===== src/rtl/pipe_pkg.sv =====
// Shared fetch-stage definitions: sequencer state encoding, default vector
// locations in instruction memory and the architectural PC width.
package pipe_pkg;

  localparam int PIPE_ADDR_W        = 32;
  localparam int DEF_RESET_VEC_ADDR = 0;
  localparam int DEF_INT_VEC_ADDR   = 1;

  typedef enum logic [2:0] {
    RST_REQ,
    RST_LOAD,
    RUN,
    INT_DRAIN,
    INT_REQ,
    INT_LOAD,
    HALT
  } seq_state_t;

endpackage


===== src/rtl/pc_sequencer.sv =====
// PC sequencer: owns every update of the PC register. Loads the reset and
// interrupt entry PCs from instruction memory vectors, and in normal running
// arbitrates redirect > halt > interrupt > stall > sequential increment.
module pc_sequencer
  import pipe_pkg::*;
#(
  parameter int                ADDR_W         = PIPE_ADDR_W,
  parameter logic [ADDR_W-1:0] RESET_VEC_ADDR = ADDR_W'(DEF_RESET_VEC_ADDR),
  parameter logic [ADDR_W-1:0] INT_VEC_ADDR   = ADDR_W'(DEF_INT_VEC_ADDR),
  parameter logic [ADDR_W-1:0] STEP           = ADDR_W'(1)
) (
  input  logic              clk,
  input  logic              rst,
  input  logic [ADDR_W-1:0] pc_cur,
  input  logic              stall,
  input  logic              redirect_valid,
  input  logic [ADDR_W-1:0] redirect_target,
  input  logic              int_req,
  input  logic              pipe_drained,
  input  logic              hlt_req,
  input  logic [31:0]       imem_rdata,
  output logic              pc_we,
  output logic [ADDR_W-1:0] pc_next,
  output logic              vec_rd,
  output logic [ADDR_W-1:0] vec_addr,
  output logic              fetch_valid,
  output logic              int_ack,
  output logic [ADDR_W-1:0] int_ret_pc,
  output logic              halted
);

  seq_state_t        r_state;
  seq_state_t        w_state_nxt;
  logic [ADDR_W-1:0] r_int_ret_pc;
  logic              r_int_ack;
  logic              w_ret_we;
  logic [ADDR_W-1:0] w_ret_nxt;
  logic [ADDR_W-1:0] w_vec_pc;

  // Vector words are full imem words; only the PC-width part is meaningful.
  assign w_vec_pc = ADDR_W'(imem_rdata);

  // State register; any reset abandons a partial vector load.
  always_ff @(posedge clk or negedge rst) begin
    if (!rst) begin
      r_state <= RST_REQ;
    end else begin
      r_state <= w_state_nxt;
    end
  end

  // Saved return PC and the handler-entry pulse, high only while in INT_LOAD.
  always_ff @(posedge clk or negedge rst) begin
    if (!rst) begin
      r_int_ret_pc <= '0;
      r_int_ack    <= 1'b0;
    end else begin
      if (w_ret_we) begin
        r_int_ret_pc <= w_ret_nxt;
      end
      r_int_ack <= (w_state_nxt == INT_LOAD);
    end
  end

  // Next state, PC write controls and vector-read port ownership.
  always_comb begin
    w_state_nxt = r_state;
    pc_we       = 1'b0;
    pc_next     = pc_cur;
    vec_rd      = 1'b0;
    vec_addr    = '0;
    fetch_valid = 1'b0;
    w_ret_we    = 1'b0;
    w_ret_nxt   = pc_cur;
    case (r_state)
      RST_REQ: begin
        vec_rd      = 1'b1;
        vec_addr    = RESET_VEC_ADDR;
        w_state_nxt = RST_LOAD;
      end
      RST_LOAD: begin
        pc_we       = 1'b1;
        pc_next     = w_vec_pc;
        w_state_nxt = RUN;
      end
      RUN: begin
        fetch_valid = !stall;
        if (redirect_valid) begin
          // A resolved branch must land even while fetch is frozen.
          pc_we   = 1'b1;
          pc_next = redirect_target;
        end else if (hlt_req) begin
          w_state_nxt = HALT;
        end else if (int_req) begin
          w_ret_we    = 1'b1;
          w_ret_nxt   = pc_cur;
          w_state_nxt = INT_DRAIN;
        end else if (!stall) begin
          pc_we   = 1'b1;
          pc_next = pc_cur + STEP;
        end
      end
      INT_DRAIN: begin
        if (redirect_valid) begin
          // An older branch still in flight decides where the handler returns.
          w_ret_we  = 1'b1;
          w_ret_nxt = redirect_target;
        end else if (pipe_drained) begin
          w_state_nxt = INT_REQ;
        end
      end
      INT_REQ: begin
        vec_rd      = 1'b1;
        vec_addr    = INT_VEC_ADDR;
        w_state_nxt = INT_LOAD;
      end
      INT_LOAD: begin
        pc_we       = 1'b1;
        pc_next     = w_vec_pc;
        w_state_nxt = RUN;
      end
      HALT: begin
        if (int_req) begin
          w_ret_we    = 1'b1;
          w_ret_nxt   = pc_cur;
          w_state_nxt = INT_DRAIN;
        end
      end
      default: begin
        w_state_nxt = RST_REQ;
      end
    endcase
  end

  assign int_ack    = r_int_ack;
  assign int_ret_pc = r_int_ret_pc;
  assign halted     = (r_state == HALT);

endmodule


===== config.mk =====
export PLATFORM = sky130hd
export DESIGN_NAME = pc_sequencer
export DESIGN_NICKNAME = d
export VERILOG_FILES = /design/src/rtl/pipe_pkg.sv /design/src/rtl/pc_sequencer.sv
export SDC_FILE = /design/constraint.sdc
export NUM_CORES = 1
export LEC_CHECK = 0
export CAP_MARGIN = 20
export CORE_UTILIZATION = 35
export CTS_CLUSTER_DIAMETER = 50
export CTS_CLUSTER_SIZE = 24
export DETAILED_ROUTE_END_ITERATION = 10
export PLACE_DENSITY = 0.78
export SETUP_SLACK_MARGIN = 0.05
export SYNTH_ARGS = -nofsm -noshare
export SYNTH_HDL_FRONTEND = slang
export SYNTH_SLANG_ARGS = --single-unit

===== constraint.sdc =====
create_clock -name clk -period 1.9 [get_ports clk]
set_clock_uncertainty 0.05 [all_clocks]
set_input_delay 0.19 -clock clk [delete_from_list [all_inputs] [get_ports clk]]
set_output_delay 0.19 -clock clk [all_outputs]
set_load 0.005 [all_outputs]

==> impl_metrics.tcl, run 1 <==
set metrics [dict create \
    run_status "finished with violations" \
    violations "negative setup slack" \
    finalSetupTns_ps -12740 \
    area_delta_synth_final_pct 101 \
    min_path_type "in2reg" \
    clock_sinks 36 \
    setup_viol 33 \
    insertion_delay_ps 300 \
    required_ps 1660 \
    rows 36 \
    synth-edff-count 0 \
    hold_violations 0 \
    fmax_mhz 404 \
    cp-start-kind "input pin" \
    fin_util_pct 72.9 \
    ys_warn_count 0 \
    routed_wirelength_um 16900 \
    dr_total_vias 4996 \
    ios 204 \
    cp_data_arrival_time_ps 2240 \
    viasPerCell 5.48 \
    dr.pass1.iters 5 \
    layout_min_cycle_time_ps 2480 \
    clockBufferDepth 2 \
    coreArea_sq_um 9770 \
    fp.dieH_um 103 \
    tritoncts "built" \
    synth_cell_types 50 \
    finalNetCount 881 \
    critPathKind "in2out" \
    grt_max_degree 37 \
    ant_nets 0 \
    synth_seq_cells 36 \
    synth.avg_cell_area_sq_um 7.71 \
    clockRootBuffer "clkbuf_8" \
    cap_violations 0 \
    syn-cell-area_sq_um 3540 \
    final.period_utilization_pct 130 \
    clkTransAtPathRegs_ps 80 \
    final_area_sq_um 7120 \
    drv_slew 0 \
    dp.cells 843 \
    first_iter_violations 319 \
    worst_slack_ps -576 \
    synth_ff_type "dfrtp_1" \
    place_area_sq_um 6100 \
    cp_slowest_stage_delay_ps 570 \
    ys_seq_area_share_pct 25.5 \
    cp_cell_sequence "buf_6 -> or4_4 -> or4_4 -> buf_6 -> nor2_4 -> buf_6 -> mux2_4 -> o21ai_2 -> buf_2" \
    place.detailed.hpwl_um 11400 \
    post_drt_wl_per_cell_um 18.6 \
    rsz0062_at_grt "yes" \
    cts-buffers-inserted 5 \
    slowest_stage "or4_4" \
    power_density_nw_per_um2 1200 \
    io_buffers 172 \
    grt_use_total_pct 30.1 \
    final_layout_size_suffix_gt1_share_pct 39.8 \
    gp_congestion 0.892 \
    die_area_sq_um 10500 \
    cp_num_buf_inv 4 \
    grt_pass1_wl_um 24400 \
    cp_max_fo 5 \
    power_w 0.00857 \
    netlist_instances 459 \
    die_w_um 103 \
    first_global_vias 4986 \
    overflow 0 \
    crit_family "simple AND/OR/NAND/NOR gates" \
    ir_drop_uv 682 \
    fin_cells 911 \
    drc 0 \
    power_leakage_nw 3.42 \
    initial_utilization_pct 36.2 \
    ctsHtreeMaxLevel 2 \
    antenna_found_initial 0 \
    nFillCells 711 \
    async_flop_share_pct 100 \
    crit_top_cell "buf_6" \
    cp-end-kind "output port" \
]
==> registers in the layout, indices dropped and copies added, names as in the netlist <==
register / count
r_state: 3
int_ack: 1
int_ret_pc: 32
==> worst paths after layout <==
kind | endpoint | start | slack (ps) | cells past startpoint
worst max-delay path | pc_next[16] | redirect_valid | -580 | 9
worst min-delay path | r_state[2] | hlt_req | 180 | 3
worst max register to register | int_ret_pc[11] | r_state[1] | 90 | 8
worst min register to register | int_ret_pc[21] | int_ret_pc[21] | 530 | 2
max in group asynchronous | int_ret_pc[13] | rst | 1260 | 3
min in group asynchronous | int_ack | rst | 340 | 3
==> worst register-to-register path, stage by stage (launching register included) <==
cell and delay, ps:
dfrtp_2 450, buf_6 140, nor2b_4 120, buf_6 110
o211ai_1 130, buf_4 250, buf_12 150, mux2i_4 230
a21oi_2 70
==> cell usage in the layout (no fill, tap or decap), drive strengths merged, types with 4 or more instances in the layout <==
master,instances
dlygate4sd2,16
mux2,12
a32o,5
nand4,12
nor2b,4
o21ai,27
a22oi,21
dfrtp,36
nor3,12
buf,209
and3,4
nand2,31
inv,6
mux2i,44
nor2,58
clkdlybuf4s50,113
conb,31
or3,5
xnor2,4
a222oi,4
and2,5
clkbuf,9
nand3,19
a21oi,49
==> cells in the mapped netlist (5+ instances only) <==
| library cell | number | share of area, % |
|---|---|---|
| nor2_1 | 56 | 5.9 |
| a21oi_1 | 49 | 6.9 |
| mux2i_1 | 44 | 12 |
| dfrtp_1 | 36 | 25 |
| buf_4 | 31 | 6.6 |
| nand2_1 | 31 | 3.3 |
| clkbuf_1 | 27 | 2.9 |
| a22oi_1 | 21 | 4.5 |
| nand3_1 | 19 | 2.7 |
| o21ai_0 | 16 | 2.3 |
| nand4_1 | 12 | 2.1 |
| o21ai_1 | 11 | 1.6 |
| mux2_2 | 9 | 2.9 |
| nor3_1 | 8 | 1.1 |
| buf_2 | 6 | 0.85 |
| inv_1 | 6 | 0.64 |
| a32o_1 | 5 | 1.4 |
| and2_1 | 5 | 0.88 |
| or3_1 | 5 | 0.88 |
==> per-layer routing <==
layer	vias to the layer above	GRT usage (%)	part of all wire [%]
met3	62	5.56	7.3
met1	2392	34.4	38
met4	0	14.9	3.7
met2	277	53.6	51
met5	-	0	0
li1	2265	-	-
==> area by class of cell <==
class	count	area, sq um	area share [%]
tap	133	166	2.34
inverter	6	22.5	0.316
multi-input combinational	383	2800	39.3
clock buffer	7	96.3	1.35
antenna	1	2.50	0.0351
timing repair buffer	345	3130	44.0
sequential	36	903	12.7
==> through the flow <==
step	setup slack [ps]	hold slack [ps]
floorplan	-193	-156
global route	-605	190
global placement	-1190	125
CTS	-691	177
finish	-576	184
detailed placement	-1190	125
==> power by group <==
group | total (W) | internal [W] | switching [W]
registers | 0.00142 | 0.00115 | 0.000269
logic | 0.00651 | 0.00364 | 0.00287
clock network | 0.000635 | 0.000324 | 0.000311
==> logic make-up after synthesis <==
kind of cell               Yosys count  share of synthesized area [%]
xor gates and xnor gates             7                           1.73
AOI/OAI and AO/OA                  127                           22.5
other                                1                          0.106
buffers and inverters               70                           10.9
DFF                                 36                           25.5
and+or+nand+nor                    161                           22.7
adders and majority gates            1                          0.353
muxes                               56                           16.3
==> repair_timing <==
item / CTS / global route
pin swaps: 43 / 47
endpoints found under the hold margin: 36 / 0
gates cloned: 0 / 1
setup endpoints to repair: 69 / 57
gates resized for setup: 276 / 68
setup buffers: 49 / 23
hold buffers: 1 / 0
Power figures use the tool's default switching activity.
==> run 2: changes to the inputs <==
--- a/config.mk
+++ b/config.mk
@@ -11,6 +11,7 @@
 export CTS_CLUSTER_SIZE = 24
 export DETAILED_ROUTE_END_ITERATION = 10
 export PLACE_DENSITY = 0.78
+export REMOVE_ABC_BUFFERS = 1
 export SETUP_SLACK_MARGIN = 0.05
 export SYNTH_ARGS = -nofsm -noshare
 export SYNTH_HDL_FRONTEND = slang
==> impl_metrics.tcl, run 2 (same netlist as run 1, synthesis figures left out) <==
set metrics [dict create \
    run_status "finished with violations" \
    violations "negative hold slack, negative setup slack" \
    finalNetCount 867 \
    place.detailed.hpwl_um 11100 \
    final.period_utilization_pct 132 \
    rr_endpoint "int_ret_pc[0]" \
    drc 0 \
    cp_max_fo 3 \
    required_ps 1660 \
    drv_slew 0 \
    clockRootBuffer "clkbuf_8" \
    nFillCells 751 \
    fmax_mhz 400 \
    max-slew-margin-rel_pct 36.6 \
    fp.dieH_um 103 \
    cp_data_arrival_time_ps 2260 \
    antenna_found_initial 0 \
    setup_viol 66 \
    rsz0062_at_grt "yes" \
    dr.pass1.iters 5 \
    grt_pass1_wl_um 25100 \
    mostFrequentLayoutCells "109 x clkdlybuf4s50_1, 98 x buf_4, 51 x buf_6" \
    min_path_type "in2async" \
    die_w_um 103 \
    rrSetupSlack_ps -130 \
    cp-end-kind "output port" \
    post_drt_wl_per_cell_um 20.0 \
    clock_sinks 36 \
    cap_violations 0 \
    ant_nets 0 \
    finalSetupTns_ps -15400 \
    ff2ff_path_depth 10 \
    largest_reg_flops 32 \
    hold_slack_ps -12.3 \
    ir_drop_uv 635 \
    first_iter_violations 215 \
    fin_util_pct 72.8 \
    die_area_sq_um 10500 \
    worst_pin_slew_ps 950 \
    layout_min_cycle_time_ps 2500 \
    overflow 0 \
    clkTransAtPathRegs_ps 80 \
    routed_wirelength_um 17900 \
    clockBufferDepth 2 \
    cts-buffers-inserted 5 \
    initial_utilization_pct 36.2 \
    timing.rr.start "r_state[1]" \
    power_density_nw_per_um2 1230 \
    io_buffers 172 \
    grt_use_total_pct 31.3 \
    worst_slack_ps -600 \
    ios 204 \
    grt_max_degree 37 \
    gp_congestion 0.897 \
    power_leakage_nw 3.37 \
    final_common_cell "clkdlybuf4s50_1" \
    dr_total_vias 5009 \
    rows 36 \
    pre_cts_slack_ps -1250 \
    viasPerCell 5.58 \
    final_layout_size_suffix_gt1_share_pct 38.6 \
    critPathKind "in2out" \
    coreArea_sq_um 9770 \
    cts-hold-fix-buffers 0 \
    insertion_delay_ps 290 \
    ctsHtreeMaxLevel 2 \
    hold_violations 12 \
    area_delta_synth_final_pct 101 \
    num_antenna_cells 0 \
    cp-start-kind "input pin" \
    first_global_vias 5046 \
    tritoncts "built" \
]
run 2: changes by cell type in the layout (fill, tap and decap cells not counted), sizes merged:
cell,before,now
buf,209,189
clkbuf,9,14
clkdlybuf4s50,113,109
dlygate4sd2,16,20
clkdlybuf4s15,1,4
bufbuf,0,1
diode,1,0
dlygate4sd3,1,0
dlymetal6s2s,3,2
run 2: what timing repair did:
item	in CTS	in global routing
setup endpoints to repair	69	66
cloned	3	4
pin swaps	47	64
resized for setup	266	95
endpoints found under the hold margin	0	0
setup buffers	43	15
run 2: worst max-delay path by stage:
stage	start	depth (start not counted)	slack, ps	end
2_1_floorplan	r_state[2]	3	-1500	int_ret_pc[0]
3_3_place_gp	redirect_valid	7	-1240	pc_next[14]
3_5_place_dp	redirect_valid	7	-1250	pc_next[14]
4_1_cts	redirect_valid	8	-680	pc_next[20]
5_1_grt	hlt_req	9	-620	pc_next[25]
6_report	hlt_req	9	-600	pc_next[25]
run 2: where the power goes:
part           leakage (nW)  switching (W)  total (W)  internal [W]
Clock                0.0455       0.000304   0.000601      0.000297
Sequential            0.406       0.000250    0.00140       0.00115
Combinational          2.91        0.00304    0.00679       0.00375
Total                  3.37        0.00359    0.00879       0.00519
run 2: cell type report:
| type | instances | area [sq um] | share of cell area (%) |
|---|---|---|---|
| timing repair buffer | 331 | 3120 | 43.8 |
| sequential | 36 | 901 | 12.7 |
| multi-input combinational | 383 | 2820 | 39.6 |
| inverter | 6 | 22.5 | 0.316 |
| clock buffer | 8 | 90.1 | 1.27 |
| tap | 133 | 166 | 2.34 |
run 2: worst max-delay path: stages:
cell and delay [ps]:
buf_6 90, or4_4 570, buf_6 150, nor3_4 250, nand4_1 230, buf_4 200, mux2_4 280, o21ai_1 160
buf_2 140
run 2: through the flow:
stage	cells	hold WS (ps)	instance area (sq um)	power, W
6_report	897	-12.3	7120	0.00879
5_1_grt	897	59.3	7120	0.00929
4_1_cts	889	20.9	6760	0.00811
3_5_place_dp	835	341	5990	0.00652
3_3_place_gp	835	296	5990	0.00639
2_1_floorplan	425	-156	3290	0.00340
run 2: metal layers:
metal | vias to the layer above | GRT usage [%] | wire length [um]
met5 | - | 0 | 0
met4 | 0 | 15.2 | 802
met3 | 76 | 6.92 | 1510
met2 | 299 | 57.1 | 9180
met1 | 2397 | 34.3 | 6410
li1 | 2237 | - | -
